[config.mk]
export PLATFORM = sky130hd
export DESIGN_NAME = arbitro_memoria_flat
export DESIGN_NICKNAME = d
export VERILOG_FILES = /design/src/rtl/arbitro_memoria_if.sv /design/src/rtl/arbitro_memoria.sv /design/src/flat_wrapper.sv
export SDC_FILE = /design/constraint.sdc
export NUM_CORES = 1
export LEC_CHECK = 0
export CAP_MARGIN = 0
export CORE_MARGIN = 5
export CORE_UTILIZATION = 41
export DETAILED_ROUTE_END_ITERATION = 6
export HOLD_SLACK_MARGIN = 0.08
export PLACE_DENSITY_LB_ADDON = 0.05
export SLEW_MARGIN = 0
export SYNTH_ARGS = -nofsm -noshare
export SYNTH_HDL_FRONTEND = slang
export SYNTH_SLANG_ARGS = --single-unit
[constraint.sdc]
create_clock -name clock -period 2.1 [get_ports clock]
set_input_delay 0.315 -clock clock [delete_from_list [all_inputs] [get_ports clock]]
set_output_delay 0.315 -clock clock [all_outputs]
set_load 0.01 [all_outputs]
[src/rtl/arbitro_memoria_if.sv]
// Interface between the arbiter, the datapath ports and the unified memory.
// slave = arbiter side, master = datapath/memory side.
interface arbitro_memoria_if #(
  parameter int LARGURA_END = 10
);
  logic                   req_inst;
  logic [31:0]            endereco_inst;
  logic [31:0]            instrucao_saida;
  logic                   inst_pronta;
  logic                   req_dados;
  logic                   escrita_dados;
  logic [31:0]            endereco_dados;
  logic [31:0]            dado_escrita;
  logic [31:0]            dado_saida;
  logic                   dados_pronto;
  logic                   mem_req;
  logic                   mem_escrita;
  logic [LARGURA_END-1:0] mem_endereco;
  logic [31:0]            mem_dado_escrita;
  logic [31:0]            mem_dado_leitura;
  logic                   mem_pronto;
  logic                   parar_pc;
  logic                   erro_timeout;

  modport slave (
    input  req_inst, endereco_inst,
    output instrucao_saida, inst_pronta,
    input  req_dados, escrita_dados,
    input  endereco_dados, dado_escrita,
    output dado_saida, dados_pronto,
    output mem_req, mem_escrita,
    output mem_endereco, mem_dado_escrita,
    input  mem_dado_leitura, mem_pronto,
    output parar_pc, erro_timeout
  );

  modport master (
    output req_inst, endereco_inst,
    input  instrucao_saida, inst_pronta,
    output req_dados, escrita_dados,
    output endereco_dados, dado_escrita,
    input  dado_saida, dados_pronto,
    input  mem_req, mem_escrita,
    input  mem_endereco, mem_dado_escrita,
    output mem_dado_leitura, mem_pronto,
    input  parar_pc, erro_timeout
  );
endinterface

[src/rtl/arbitro_memoria.sv]
// Shares one single-port word memory between the fetch and load/store
// ports, alternating grants on contention and aborting hung accesses.
module arbitro_memoria #(
  parameter int LARGURA_END = 10,
  parameter int TIMEOUT     = 16
) (
  input logic              clock,
  input logic              reset,
  arbitro_memoria_if.slave bus
);
  localparam int CW = $clog2(TIMEOUT + 1);
  localparam logic [CW-1:0] TO = CW'(TIMEOUT);
  localparam logic [31:0] NOP = 32'h0000_0013;

  typedef enum logic [1:0] {
    OCIOSO,
    ACESSO,
    RESPOSTA
  } estado_t;

  typedef enum logic {
    INST  = 1'b0,
    DADOS = 1'b1
  } porta_t;

  estado_t                estado_q;
  porta_t                 dono_q;
  porta_t                 ult_q;
  porta_t                 grant_d;
  logic [CW-1:0]          cnt_q;
  logic [CW-1:0]          cnt_d;
  logic [LARGURA_END-1:0] end_d;
  logic                   mem_req_q;
  logic                   mem_esc_q;
  logic [LARGURA_END-1:0] mem_end_q;
  logic [31:0]            mem_wd_q;
  logic [31:0]            instr_q;
  logic [31:0]            dado_q;
  logic                   ipronta_q;
  logic                   dpronto_q;
  logic                   erro_q;
  logic                   unused;

  // On a tie the port that was not served last wins.
  always_comb begin
    grant_d = INST;
    if (bus.req_dados &&
        (!bus.req_inst || ult_q == INST))
      grant_d = DADOS;
  end

  assign end_d = (grant_d == DADOS)
    ? bus.endereco_dados[LARGURA_END+1:2]
    : bus.endereco_inst[LARGURA_END+1:2];

  assign cnt_d = cnt_q + 1'b1;

  always_ff @(posedge clock) begin
    if (reset) begin
      estado_q  <= OCIOSO;
      dono_q    <= INST;
      ult_q     <= INST;
      cnt_q     <= '0;
      mem_req_q <= 1'b0;
      mem_esc_q <= 1'b0;
      mem_end_q <= '0;
      mem_wd_q  <= '0;
      instr_q   <= '0;
      dado_q    <= '0;
      ipronta_q <= 1'b0;
      dpronto_q <= 1'b0;
      erro_q    <= 1'b0;
    end else begin
      ipronta_q <= 1'b0;
      dpronto_q <= 1'b0;
      unique case (estado_q)
        OCIOSO: begin
          if (bus.req_inst || bus.req_dados) begin
            dono_q    <= grant_d;
            mem_end_q <= end_d;
            mem_esc_q <= (grant_d == DADOS)
                         && bus.escrita_dados;
            mem_wd_q  <= (grant_d == DADOS)
                         ? bus.dado_escrita : '0;
            mem_req_q <= 1'b1;
            cnt_q     <= '0;
            estado_q  <= ACESSO;
          end
        end
        ACESSO: begin
          if (bus.mem_pronto) begin
            if (dono_q == DADOS) begin
              if (!mem_esc_q)
                dado_q <= bus.mem_dado_leitura;
              dpronto_q <= 1'b1;
            end else begin
              instr_q   <= bus.mem_dado_leitura;
              ipronta_q <= 1'b1;
            end
            mem_req_q <= 1'b0;
            mem_esc_q <= 1'b0;
            estado_q  <= RESPOSTA;
          end else if (cnt_d == TO) begin
            // Abort: a fetch turns into a NOP.
            if (dono_q == DADOS) begin
              if (!mem_esc_q)
                dado_q <= '0;
              dpronto_q <= 1'b1;
            end else begin
              instr_q   <= NOP;
              ipronta_q <= 1'b1;
            end
            erro_q    <= 1'b1;
            mem_req_q <= 1'b0;
            mem_esc_q <= 1'b0;
            cnt_q     <= cnt_d;
            estado_q  <= RESPOSTA;
          end else begin
            cnt_q <= cnt_d;
          end
        end
        RESPOSTA: begin
          ult_q    <= dono_q;
          cnt_q    <= '0;
          estado_q <= OCIOSO;
        end
        default: estado_q <= OCIOSO;
      endcase
    end
  end

  assign bus.mem_req          = mem_req_q;
  assign bus.mem_escrita      = mem_esc_q;
  assign bus.mem_endereco     = mem_end_q;
  assign bus.mem_dado_escrita = mem_wd_q;
  assign bus.instrucao_saida  = instr_q;
  assign bus.inst_pronta      = ipronta_q;
  assign bus.dado_saida       = dado_q;
  assign bus.dados_pronto     = dpronto_q;
  assign bus.erro_timeout     = erro_q;
  assign bus.parar_pc =
    (bus.req_inst || bus.req_dados)
    && (estado_q != RESPOSTA);

  assign unused = ^{bus.endereco_inst[31:LARGURA_END+2],
                    bus.endereco_inst[1:0],
                    bus.endereco_dados[31:LARGURA_END+2],
                    bus.endereco_dados[1:0]};
endmodule

[src/flat_wrapper.sv]
// flat-port wrapper written by rule: the top's interface ports become plain ports
module arbitro_memoria_flat 
#(
  parameter int LARGURA_END = 10,
  parameter int TIMEOUT     = 16
)
  (clock, reset, bus_req_inst, bus_endereco_inst, bus_instrucao_saida, bus_inst_pronta, bus_req_dados, bus_escrita_dados, bus_endereco_dados, bus_dado_escrita, bus_dado_saida, bus_dados_pronto, bus_mem_req, bus_mem_escrita, bus_mem_endereco, bus_mem_dado_escrita, bus_mem_dado_leitura, bus_mem_pronto, bus_parar_pc, bus_erro_timeout);
  arbitro_memoria_if #(.LARGURA_END(LARGURA_END)) bus_i ();
  input logic clock;
  input logic reset;
  input wire logic [$bits(bus_i.req_inst)-1:0] bus_req_inst;
  input wire logic [$bits(bus_i.endereco_inst)-1:0] bus_endereco_inst;
  output wire logic [$bits(bus_i.instrucao_saida)-1:0] bus_instrucao_saida;
  output wire logic [$bits(bus_i.inst_pronta)-1:0] bus_inst_pronta;
  input wire logic [$bits(bus_i.req_dados)-1:0] bus_req_dados;
  input wire logic [$bits(bus_i.escrita_dados)-1:0] bus_escrita_dados;
  input wire logic [$bits(bus_i.endereco_dados)-1:0] bus_endereco_dados;
  input wire logic [$bits(bus_i.dado_escrita)-1:0] bus_dado_escrita;
  output wire logic [$bits(bus_i.dado_saida)-1:0] bus_dado_saida;
  output wire logic [$bits(bus_i.dados_pronto)-1:0] bus_dados_pronto;
  output wire logic [$bits(bus_i.mem_req)-1:0] bus_mem_req;
  output wire logic [$bits(bus_i.mem_escrita)-1:0] bus_mem_escrita;
  output wire logic [$bits(bus_i.mem_endereco)-1:0] bus_mem_endereco;
  output wire logic [$bits(bus_i.mem_dado_escrita)-1:0] bus_mem_dado_escrita;
  input wire logic [$bits(bus_i.mem_dado_leitura)-1:0] bus_mem_dado_leitura;
  input wire logic [$bits(bus_i.mem_pronto)-1:0] bus_mem_pronto;
  output wire logic [$bits(bus_i.parar_pc)-1:0] bus_parar_pc;
  output wire logic [$bits(bus_i.erro_timeout)-1:0] bus_erro_timeout;
  assign bus_i.req_inst = bus_req_inst;
  assign bus_i.endereco_inst = bus_endereco_inst;
  assign bus_instrucao_saida = bus_i.instrucao_saida;
  assign bus_inst_pronta = bus_i.inst_pronta;
  assign bus_i.req_dados = bus_req_dados;
  assign bus_i.escrita_dados = bus_escrita_dados;
  assign bus_i.endereco_dados = bus_endereco_dados;
  assign bus_i.dado_escrita = bus_dado_escrita;
  assign bus_dado_saida = bus_i.dado_saida;
  assign bus_dados_pronto = bus_i.dados_pronto;
  assign bus_mem_req = bus_i.mem_req;
  assign bus_mem_escrita = bus_i.mem_escrita;
  assign bus_mem_endereco = bus_i.mem_endereco;
  assign bus_mem_dado_escrita = bus_i.mem_dado_escrita;
  assign bus_i.mem_dado_leitura = bus_mem_dado_leitura;
  assign bus_i.mem_pronto = bus_mem_pronto;
  assign bus_parar_pc = bus_i.parar_pc;
  assign bus_erro_timeout = bus_i.erro_timeout;
  arbitro_memoria #(.LARGURA_END(LARGURA_END), .TIMEOUT(TIMEOUT)) u_core (.clock(clock), .reset(reset), .bus(bus_i));
endmodule
== Word level (Yosys, flattened, before mapping) ==
Cells that the tools add are included.

* Flip-flop bits (word level): 120
* Output and inout port bits: 112
* Input bits: 134
* Logic and storage cells: 76

* Multiplexer cells: 32
* Bitwise operators: 5
* $add $sub $neg: 1
* Reductions and logical operators: 18
* Eq/ne operators: 7

{| class="wikitable"
|+ Operators with widths
! kind !! count
|-
| $mux 32 || 11
|-
| $pmux 5 s3 || 1
|-
| $reduce_and 3->1 || 4
|-
| $mux 1 || 11
|-
| $mux 10 || 1
|-
| $mux 5 || 2
|-
| $mux 2 || 3
|-
| $add 5x1->5 const B || 1
|-
| $eq 5x5->1 const B || 1
|-
| $not 1->1 || 5
|-
| $ne 2x2->1 const B || 2
|-
| $pmux 1 s2 || 2
|-
| $pmux 2 s2 || 1
|-
| $reduce_and 2->1 || 2
|-
| $reduce_and 4->1 || 1
|-
| $reduce_bool 2->1 || 2
|-
| $logic_and 1x1->1 || 3
|-
| $ne 3x2->1 const B || 1
|-
| $reduce_bool 3->1 || 1
|-
| $eq 2x1->1 const B || 1
|-
| $eq 2x2->1 const B || 1
|-
| $logic_not 2->1 || 1
|-
| $logic_or 1x1->1 || 2
|-
| $ne 2x1->1 const B || 1
|-
| 2 further kinds || 2
|}

== Depth between registers and ports, before layout ==
Gate-level depths: netlist (run 1).

* Depth in word-level cells: 7
* Gate-level depth with buffers: 7
* Depth with buffers taken out: 5

== Worst setup path before layout (run 1) ==
Ideal clock, no wire load.

* Kind: reg-to-reg
* Start: reg u_core.cnt_q[0]
* End: reg u_core.dado_q[0], in the netlist u_core.bus.dado_saida[0]
* Stages on the path, launching flop included: 8
* Data arrival time: 1.659 ns
* Period minus slack after synthesis: 1.806 ns
* Buffers on the path: 2
* Data required time: 1.953 ns
* Setup slack: 0.294 ns
* Library setup time: 0.147 ns
* Cell sequence: dfxtp_1 -> ha_1 -> and3_2 -> mux2i_1 -> o22a_1 -> buf_6 -> buf_6 -> a311oi_2

* Cells in the longest elaborated chain, start to end: 4

{| class="wikitable"
|+ Ends and longest elaborated chain
! item !! line !! text
|-
| start, declared || arbitro_memoria.sv:30 || <nowiki>logic [CW-1:0] cnt_q;</nowiki>
|-
| start signal, assigned || arbitro_memoria.sv:116 || <nowiki>cnt_q <= cnt_d;</nowiki>
|-
| start signal, assigned || arbitro_memoria.sv:119 || <nowiki>cnt_q <= cnt_d;</nowiki>
|-
| $add 5x1->5 || arbitro_memoria.sv:56 || <nowiki>assign cnt_d = cnt_q + 1'b1;</nowiki>
|-
| $eq 5x5->1 || arbitro_memoria.sv:103 || <nowiki>end else if (cnt_d == TO) begin</nowiki>
|-
| $reduce_bool 2->1 (no source line) || n/a ||
|-
| $reduce_and 4->1 (no source line) || n/a ||
|-
| end signal, assigned || arbitro_memoria.sv:94 || <nowiki>dado_q <= bus.mem_dado_leitura;</nowiki>
|-
| end, declared || arbitro_memoria.sv:38 || <nowiki>logic [31:0] dado_q;</nowiki>
|}

Every way passes these cells.
A chain may end at the register's enable or synchronous reset.

== Worst setup path in the final report (run 1) ==
* Start: reg u_core.estado_q[0]
* End: out bus_parar_pc

* Cells in the longest elaborated chain, start to end: 2

{| class="wikitable"
|+ Ends and longest elaborated chain
! item !! line !! text
|-
| start, declared || arbitro_memoria.sv:26 || <nowiki>estado_t estado_q;</nowiki>
|-
| start signal, assigned || arbitro_memoria.sv:60 || <nowiki>estado_q <= OCIOSO;</nowiki>
|-
| start signal, assigned || arbitro_memoria.sv:87 || <nowiki>estado_q <= ACESSO;</nowiki>
|-
| start signal, assigned || arbitro_memoria.sv:102 || <nowiki>estado_q <= RESPOSTA;</nowiki>
|-
| $ne 2x2->1 || arbitro_memoria.sv:143 || <nowiki>&& (estado_q != RESPOSTA);</nowiki>
|-
| $logic_and 1x1->1 || arbitro_memoria.sv:143 ||
|-
| end, declared || flat_wrapper.sv:27 || <nowiki>output wire logic [$bits(bus_i.parar_pc)-1:0] bus_parar_pc;</nowiki>
|}

Every way passes these cells.

==> impl_metrics.env, run 1 <==
export IMPL_synth_common_cells="120 x dfxtp_1, 74 x a21oi_1, 67 x nand2_1, 60 x a311oi_2, 54 x nor2_1"
export IMPL_num_antenna_cells=0
export IMPL_design_area_sq_mm=0.00802
export IMPL_tns_ns=0
export IMPL_rows=41
export IMPL_cts_root_buffer="clkbuf_16"
export IMPL_die_area_sq_mm=0.0151
export IMPL_die_w_um=123
export IMPL_yosys_most_used_dff="dfxtp_1"
export IMPL_htreeDepth=4
export IMPL_crit_arrival_ns=1.65
export IMPL_drv_cap=0
export IMPL_io_buffers=201
export IMPL_hold_buffers=0
export IMPL_timing_final_ws_setup_ns=0.138
export IMPL_hold_violations=0
export IMPL_crit_path_end_kind="output port"
export IMPL_ys_top_cells_by_area="dfxtp_1 46%, a311oi_2 17%, a21oi_1 7.1%, nand2_1 4.8%, a22oi_1 4.8%"
export IMPL_wirelength_um=15000
export IMPL_syn_cell_area_sq_mm=0.00522
export IMPL_peakVddDrop_uv=430
export IMPL_synthesis_nets=666
export IMPL_vias=4803
export IMPL_fin_crit_sh=0.934
export IMPL_final_layout_size_suffix_gt1_frac=0.166
export IMPL_yosys_warnings=0
export IMPL_ioPinCount=246
export IMPL_clock_sinks=120
export IMPL_dpl_hpwl_um=10400
export IMPL_path_class="flop to output port"
export IMPL_ys_async_sr_fraction=0
export IMPL_holdCritPathClass="input pin to flop"
export IMPL_synth_edf_count=0
export IMPL_setup_viol=0
export IMPL_synth_top_area_frac=0.461
export IMPL_grt_max_degree=49
export IMPL_hold_end="u_core.bus.mem_dado_escrita[0]"
export IMPL_fmax_ghz=0.510
export IMPL_fillers=1092
export IMPL_status="completed"
export IMPL_slew_violations=0
export IMPL_start_kind="flop"
export IMPL_cts_buffers=17
export IMPL_startpoint="u_core.estado_q[0]"
export IMPL_post_route_util=0.638
export IMPL_whs_path_depth=2
export IMPL_ys_ff_latch=120
export IMPL_gr_total_overflow=0
export IMPL_cts_tree="yes"
export IMPL_preCtsSetupSlack_ns=0.0923
export IMPL_start_util=0.415
export IMPL_ant_nets=0
export IMPL_r2r_slack_ns=0.18
export IMPL_worstMarginPinSlew_ns=0.575
export IMPL_reg2reg_depth=6
export IMPL_syn2layout_area_growth_pct=53.8
export IMPL_worst_slew_margin_rel=0.617
export IMPL_synth_distinct_cells=38
export IMPL_ys_seq_area_frac=0.461
export IMPL_clock_latency_ns=0.40
export IMPL_place_area_sq_mm=0.00750
export IMPL_grtUsageTotal=0.197
export IMPL_yosysTopAreaCell="dfxtp_1"
export IMPL_p_per_area_mw_per_mm2=739
export IMPL_finalCriticalPeriod_ns=1.96
export IMPL_reg2reg_to="u_core.bus.instrucao_saida[3]"
export IMPL_fin_nets=856
export IMPL_rsz0062_at_grt="false"
export IMPL_clk_pin_slew_ns=0.05
export IMPL_drt_initial_drc_count=253
export IMPL_antenna_found_initial=0
export IMPL_wl_per_cell_um=16.6
export IMPL_drc=0
export IMPL_p_leak_uw=0.00267
export IMPL_yosys_cell_count_top_type="dfxtp_1"
export IMPL_skew_ns=0.00803
export IMPL_die_y_um=123
export IMPL_via_per_inst=5.33
export IMPL_worstHoldStart="reset"
export IMPL_clock_path_buffers=2
export IMPL_required_ns=1.78
export IMPL_crit_reg2reg_launch="u_core.cnt_q[0]"
export IMPL_synthesis_instances=530
export IMPL_place_gp_congestion=0.753
export IMPL_grt_pass1_vias=4784
export IMPL_first_pass_iters=5
export IMPL_path_max_fanout=9
export IMPL_grt_pass1_wl_um=23900
export IMPL_syn_area_per_cell_sq_um=9.84
export IMPL_core_area_sq_mm=0.0126
state kept, by name (all words and copies together) (netlist names):
name / flops
u_core.bus.instrucao_saida: 32
u_core.bus.mem_req: 1
u_core.bus.mem_escrita: 1
u_core.bus.inst_pronta: 1
u_core.estado_q: 2
u_core.bus.erro_timeout: 1
u_core.cnt_q: 5
u_core.dono_q: 1
u_core.bus.dados_pronto: 1
u_core.bus.dado_saida: 32
u_core.bus.mem_endereco: 10
u_core.bus.mem_dado_escrita: 32
u_core.ult_q: 1
cell type report:
cell class / count / area (sq um) / share of cell area
clock buffers: 23 / 478 / 0.0596
inverters: 5 / 18.8 / 0.00234
well taps: 172 / 215 / 0.0268
flip-flops and latches: 120 / 2400 / 0.300
repair buffers: 223 / 2320 / 0.290
multi-input cells: 353 / 2560 / 0.319
clock inverters: 5 / 25.0 / 0.00312
timing repair:
action / in CTS / in global routing
hold endpoints to repair: 0 / 0
setup endpoints to repair: 1 / 3
setup buffers: 0 / 0
resized for setup: 1 / 3
stage by stage:
| step | total power [uW] | std cells | hold WS, ns |
|---|---|---|---|
| 2_1_floorplan | 2950 | 530 | 0.463 |
| 3_3_place_gp | 3460 | 873 | 0.442 |
| 3_5_place_dp | 3480 | 873 | 0.444 |
| 4_1_cts | 6000 | 901 | 0.379 |
| 5_1_grt | 6210 | 901 | 0.391 |
| 6_report | 5930 | 901 | 0.389 |
how the worst max path moves through the flow:
stage | end | slack [ns] | cells past startpoint
after floorplan | u_core.bus.dado_saida[0] | 0.29 | 7
after global placement | bus_parar_pc | 0.09 | 4
after detailed placement | bus_parar_pc | 0.09 | 4
after CTS | bus_parar_pc | 0.08 | 4
after global routing | u_core.bus.instrucao_saida[3] | 0.02 | 6
final | bus_parar_pc | 0.14 | 3
worst max-delay path, cell delays in order (launching register included):
cell and delay (ns):
dfxtp_2 0.42, inv_1 0.11, a21oi_1 0.16, clkdlybuf4s50_1 0.55
layer usage:
metal	share of wire	vias to the layer above	global-route usage
li1	-	2350	-
met1	0.42	2279	0.240
met2	0.48	165	0.316
met3	0.092	9	0.0811
met4	0.0077	0	0.0658
met5	0	-	0
cell families (layout without fill, tap and decap cells):
group	after synthesis	after routing	share of synthesized area
compound gates	193	193	0.329
simple gates	146	146	0.126
flops	120	120	0.461
buf+inv	57	256	0.0571
mux	12	12	0.0230
fa+ha+maj	2	2	0.00480
power by group:
part	switching (uW)	internal, uW	total [uW]
Clock	934	1560	2490
Sequential	64.4	2380	2450
Combinational	476	511	987
Total	1470	4450	5930
placed cells by master, fill, tap and decap left out, types with 4 or more instances in the layout:
| master | count |
|---|---|
| nand2_1 | 67 |
| nor2_1 | 52 |
| dfxtp_1 | 119 |
| buf_12 | 12 |
| buf_4 | 11 |
| inv_1 | 5 |
| clkinv_2 | 5 |
| a211oi_1 | 12 |
| clkdlybuf4s50_1 | 200 |
| nand2b_1 | 4 |
| a22oi_1 | 33 |
| nor3_1 | 4 |
| a21oi_1 | 74 |
| clkbuf_16 | 17 |
| mux2i_1 | 12 |
| a311oi_2 | 60 |
Power figures use the tool's default switching activity.
==> run 2: changes to the inputs <==
--- a/config.mk
+++ b/config.mk
@@ -8,9 +8,11 @@
 export CAP_MARGIN = 0
 export CORE_MARGIN = 5
 export CORE_UTILIZATION = 41
+export CTS_CLUSTER_SIZE = 28
 export DETAILED_ROUTE_END_ITERATION = 6
 export HOLD_SLACK_MARGIN = 0.08
 export PLACE_DENSITY_LB_ADDON = 0.05
+export SKIP_CTS_REPAIR_TIMING = 1
 export SLEW_MARGIN = 0
 export SYNTH_ARGS = -nofsm -noshare
 export SYNTH_HDL_FRONTEND = slang
==> results of run 2 <==
Final layout, timing and power as in run 1 (identical DEF).
==> variant 1 (flow settings as in run 1) <==
Re-encode `estado_t` (3 values) as one-hot, 3 bits wide.
--- a/src/rtl/arbitro_memoria.sv
+++ b/src/rtl/arbitro_memoria.sv
@@ -13,8 +13,8 @@
   localparam logic [31:0] NOP = 32'h0000_0013;
 
-  typedef enum logic [1:0] {
-    OCIOSO,
-    ACESSO,
-    RESPOSTA
+  typedef enum logic [2:0] {
+    OCIOSO   = 3'b001,
+    ACESSO   = 3'b010,
+    RESPOSTA = 3'b100
   } estado_t;
 
Check against the original RTL: no difference found for any inputs over 4 cycles, from zero or initial values and one cycle with reset high; so few cycles prove little.
==> variant 1 against run 1 <==
Critical path depth up 2. Sequential cell count rose by 1. First-iteration DRC count is 40% higher. Final area is 1.3% higher. Area after synthesis is 0.86% higher. Total power increased by 9.4%. Clock skew rose by 0.0087 ns. Sequential share of layout area shrank 0.14 points. Routed wire length is 14% higher. Sequential power increased by 2%. Global-route usage is 2.6 points higher. Setup slack better by 0.047 ns. Largest cell class unchanged.
==> variant 1: results (changes against run 1) <==
Status
  – Status: completed

Global routing
  – First-pass GRT wire length: 26,700 um (+12%)
  – Vias in the first global route: 5,196 (+8.6%)
  – Gr usage total: 0.224 (+0.0262)
  – Largest net degree at the start of global routing: 66 (+35%)

Cells and area
  – Reg area: 2420 sq um (+0.83%)
  – Nets@finish: 901 (+5.3%)
  – Ratio of cells with drive above 1 in the final layout: 0.0951 (-0.0709)

Placed design
  – Post-DP Area: 7480 sq um (-0.30%)
  – Routability cong.: 0.830 (+10%)
  – Post-DP HPWL: 11,900 um (+14%)
  – Cells after DPL: 918 (+5.2%)

Power
  – Pleak: 0.00315 uW (+18%)
  – Worst IR Drop VDD: 0.000488 V (+14%)

Timing
  – Final min period: 1.91 ns (-0.0473 ns)
  – Worst-Margin Slew: 0.715 ns (+0.139 ns)
  – Minimum hold slack: 0.356 ns (-0.0326 ns)
  – Skew final: 0.0167 ns (+0.00870 ns)

Logic synthesis
  – Syn Area/Cell: 9.05 sq um (-8.0%)
  – Seq/Total Area, Yosys: 0.461 (about the same)
  – Synthesized Nets: 717 (+7.7%)

Drt
  – Post-Route WL: 17,000 um (+14%)
  – 1st-iter DRT viols: 354 (+40%)
  – Detailed-router iteration count before antenna repair: 4 (-1)

Setup path
  – CP arrival: 2.20 ns (+0.55 ns)
  – Max FO, Critical Path: 25 (+16)

Clocking
  – Clk_lat worst skew: 0.42 ns (+0.02 ns)
==> variant 1: layer usage <==
| metal | track usage | wire length [um] | up-vias |
|---|---|---|---|
| met5 | 0 | 0 | - |
| met4 | 0.0754 | 206 | 0 |
| met3 | 0.0974 | 1720 | 16 |
| met2 | 0.355 | 8040 | 197 |
| met1 | 0.272 | 7050 | 2496 |
| li1 | - | - | 2600 |
==> variant 1: what timing repair did <==
action                                  CTS  global route
endpoints found under the setup margin   32             1
gates resized for setup                   1             2
pin swaps                                 0             0
==> variant 1: critical path, stage by stage, from the launching register on <==
cell,delay [ns]
dfxtp_1,0.42
or3b_4,0.40
or2_1,0.37
buf_4,0.28
a32oi_1,0.19
o21ai_0,0.11
==> variant 1: path summary, 6_finish.rpt <==
kind                                       start                        endpoint  depth (start not counted)
hold / removal                             reset        u_core.bus.dado_saida[8]                          4
hold reg to reg   u_core.bus.mem_dado_escrita[9]  u_core.bus.mem_dado_escrita[9]                          1
setup / recovery              u_core.estado_q[1]       u_core.bus.dado_saida[27]                          5
setup reg to reg              u_core.estado_q[1]       u_core.bus.dado_saida[27]                          5
==> variant 1: cell type report <==
type | count | share of cell area
sequential | 121 | 0.298
clock buffer | 26 | 0.0651
tap | 172 | 0.0265
clock inverter | 6 | 0.0132
inverter | 7 | 0.00323
multi-input combinational | 388 | 0.317
timing repair buffer | 230 | 0.276
==> variant 1: logic make-up after synthesis <==
logic type / Yosys count / synth area share
compound gates: 197 / 0.278
fa+ha+maj: 2 / 0.00476
buf+inv: 72 / 0.0559
flops: 121 / 0.461
mux: 11 / 0.0209
simple gates: 178 / 0.180
==> variant 1: report_power, final <==
group / total, uW / switching [uW] / internal, uW / leakage [uW]
registers: 2510 / 82.7 / 2420 / 0.000983
clock network: 3080 / 993 / 2080 / 0.000313
logic: 903 / 420 / 483 / 0.00185
==> variant 2 (settings of run 1) <==
Made on the original files. `LARGURA_END` is set to 10 in 3 places; all go to 5.
--- a/src/rtl/arbitro_memoria_if.sv
+++ b/src/rtl/arbitro_memoria_if.sv
@@ -2,5 +2,5 @@
 // slave = arbiter side, master = datapath/memory side.
 interface arbitro_memoria_if #(
-  parameter int LARGURA_END = 10
+  parameter int LARGURA_END = 5
 );
   logic                   req_inst;
--- a/src/rtl/arbitro_memoria.sv
+++ b/src/rtl/arbitro_memoria.sv
@@ -2,5 +2,5 @@
 // ports, alternating grants on contention and aborting hung accesses.
 module arbitro_memoria #(
-  parameter int LARGURA_END = 10,
+  parameter int LARGURA_END = 5,
   parameter int TIMEOUT     = 16
 ) (
--- a/src/flat_wrapper.sv
+++ b/src/flat_wrapper.sv
@@ -2,5 +2,5 @@
 module arbitro_memoria_flat 
 #(
-  parameter int LARGURA_END = 10,
+  parameter int LARGURA_END = 5,
   parameter int TIMEOUT     = 16
 )
Ports: changed (resized bus_mem_endereco); port bits go from 246 to 241. No check against the original RTL was run, so the function may have changed too.
==> variant 2 against run 1 <==
Routed wire length down 4.3%. Sequential cell count is 5 lower. Total power up 12%. Clock skew about the same. Area after synthesis shrank 9.0%. Final area shrank 6.7%. Global-route usage up 0.75 points. Setup slack worse by 0.0082 ns. Clock power increased by 37%. Critical endpoint unchanged. Highest routed layer unchanged.
==> variant 2: results (changes against run 1) <==
Logic synthesis
  – Adder-Cell Fraction of Synth Area: 0.00527 (+0.000476)
  – Dominant synthesized flop cell: dfxtp_1
  – Synth cell count leaders: 115 x dfxtp_1, 71 x a21oi_1, 62 x nand2_1, 50 x nor2_1, 35 x a311oi_1
  – Syn Area/Cell: 9.43 sq um (-4.1%)
  – Synth Area in Compound Gates: 0.312 (-0.0170)
  – Synthesized Nets: 639 (-4.1%)
  – Netlist cell types: 36 (-5.3%)
  – Seq/Total Area, Yosys: 0.485 (+0.0246)
  – Top cells by area, synth: dfxtp_1 49%, a311oi_2 8.2%, a21oi_1 7.5%
  – Post-synthesis mux area share: 0.0148 (-0.00826)

Placed design
  – Routability cong.: 0.799 (+6.1%)
  – Cells after DPL: 801 (-8.2%)
  – Post-DP HPWL: 9660 um (-6.8%)
  – Port bufs: 186 (-7.5%)
  – Post-DP Area: 6790 sq um (-9.6%)
  – Dpl ws: 0.0990 ns (+0.00678 ns)

Clocking
  – CTS root buf: clkbuf_16
  – CTS Buffer Depth: 2 (unchanged)
  – Post-CTS Resized: 1 (unchanged)

Setup path
  – R2r endpoint: u_core.bus.mem_req
  – Reg2reg setup slack: 0.15 ns (-0.03 ns)
  – Max FO, Critical Path: 9 (unchanged)

Cells and area
  – Ratio of cells with drive above 1 in the final layout: 0.128 (-0.0384)
  – Antenna diodes: 0 (unchanged)
  – Fillers: 988 (-9.5%)
  – Final cell count without fillers: 833 (-7.5%)
  – Nets@finish: 813 (-5.0%)
  – Final Util: 0.659 (+0.0202)

Power
  – Switching pwr: 1470 uW (about the same)
  – Worst IR Drop VDD: 0.000576 V (+34%)
  – Pleak: 0.00253 uW (-5.3%)

Timing
  – Final period util: 0.938 (+0.00391)
  – Minimum hold slack: 0.373 ns (-0.0162 ns)
  – Worst-Margin Slew: 0.536 ns (-0.0394 ns)
  – Skew final: 0.00774 ns (-0.000286 ns)

Global routing
  – Gr usage total: 0.205 (+0.00747)
  – Vias in the first global route: 4,534 (-5.2%)
  – Largest net degree at the start of global routing: 47 (-4.1%)
  – First-pass GRT wire length: 23,400 um (-2.0%)

Drt
  – Via count of the routed design: 4,615 (-3.9%)
  – WL/cell: 17.2 um (+3.5%)
  – Detailed-router iteration count before antenna repair: 4 (-1)
  – 1st-iter DRT viols: 484 (+91%)

Status
  – Status: completed

Hold path
  – Hold Path Sink: u_core.bus.mem_dado_escrita[13]
==> variant 2: power by group through the flow <==
stage	Clock, uW	Combinational (uW)	Sequential [uW]
finish	3410	901	2340
global route	3580	973	2350
CTS	3460	908	2340
detailed placement	0	902	2390
global placement	0	886	2380
floorplan	0	386	2420
==> variant 2: layout make-up <==
type / instances / share of cell area
repair buffers: 206 / 0.282
clock buffers: 22 / 0.0633
flip-flops and latches: 115 / 0.308
multi-input cells: 332 / 0.291
clock inverters: 10 / 0.0301
well taps: 143 / 0.0239
inverters: 5 / 0.00251
==> variant 2: layer usage <==
layer	wire length, um	track usage	share of wire	vias up
li1	-	-	-	2236
met1	6210	0.253	0.43	2202
met2	6650	0.315	0.46	157
met3	1220	0.0894	0.085	20
met4	261	0.0789	0.018	0
met5	0	0	0	-
==> variant 2: critical path: stages, from the launching register on <==
cell,delay (ns)
dfxtp_2,0.40
inv_1,0.10
a21oi_1,0.17
clkdlybuf4s50_1,0.58
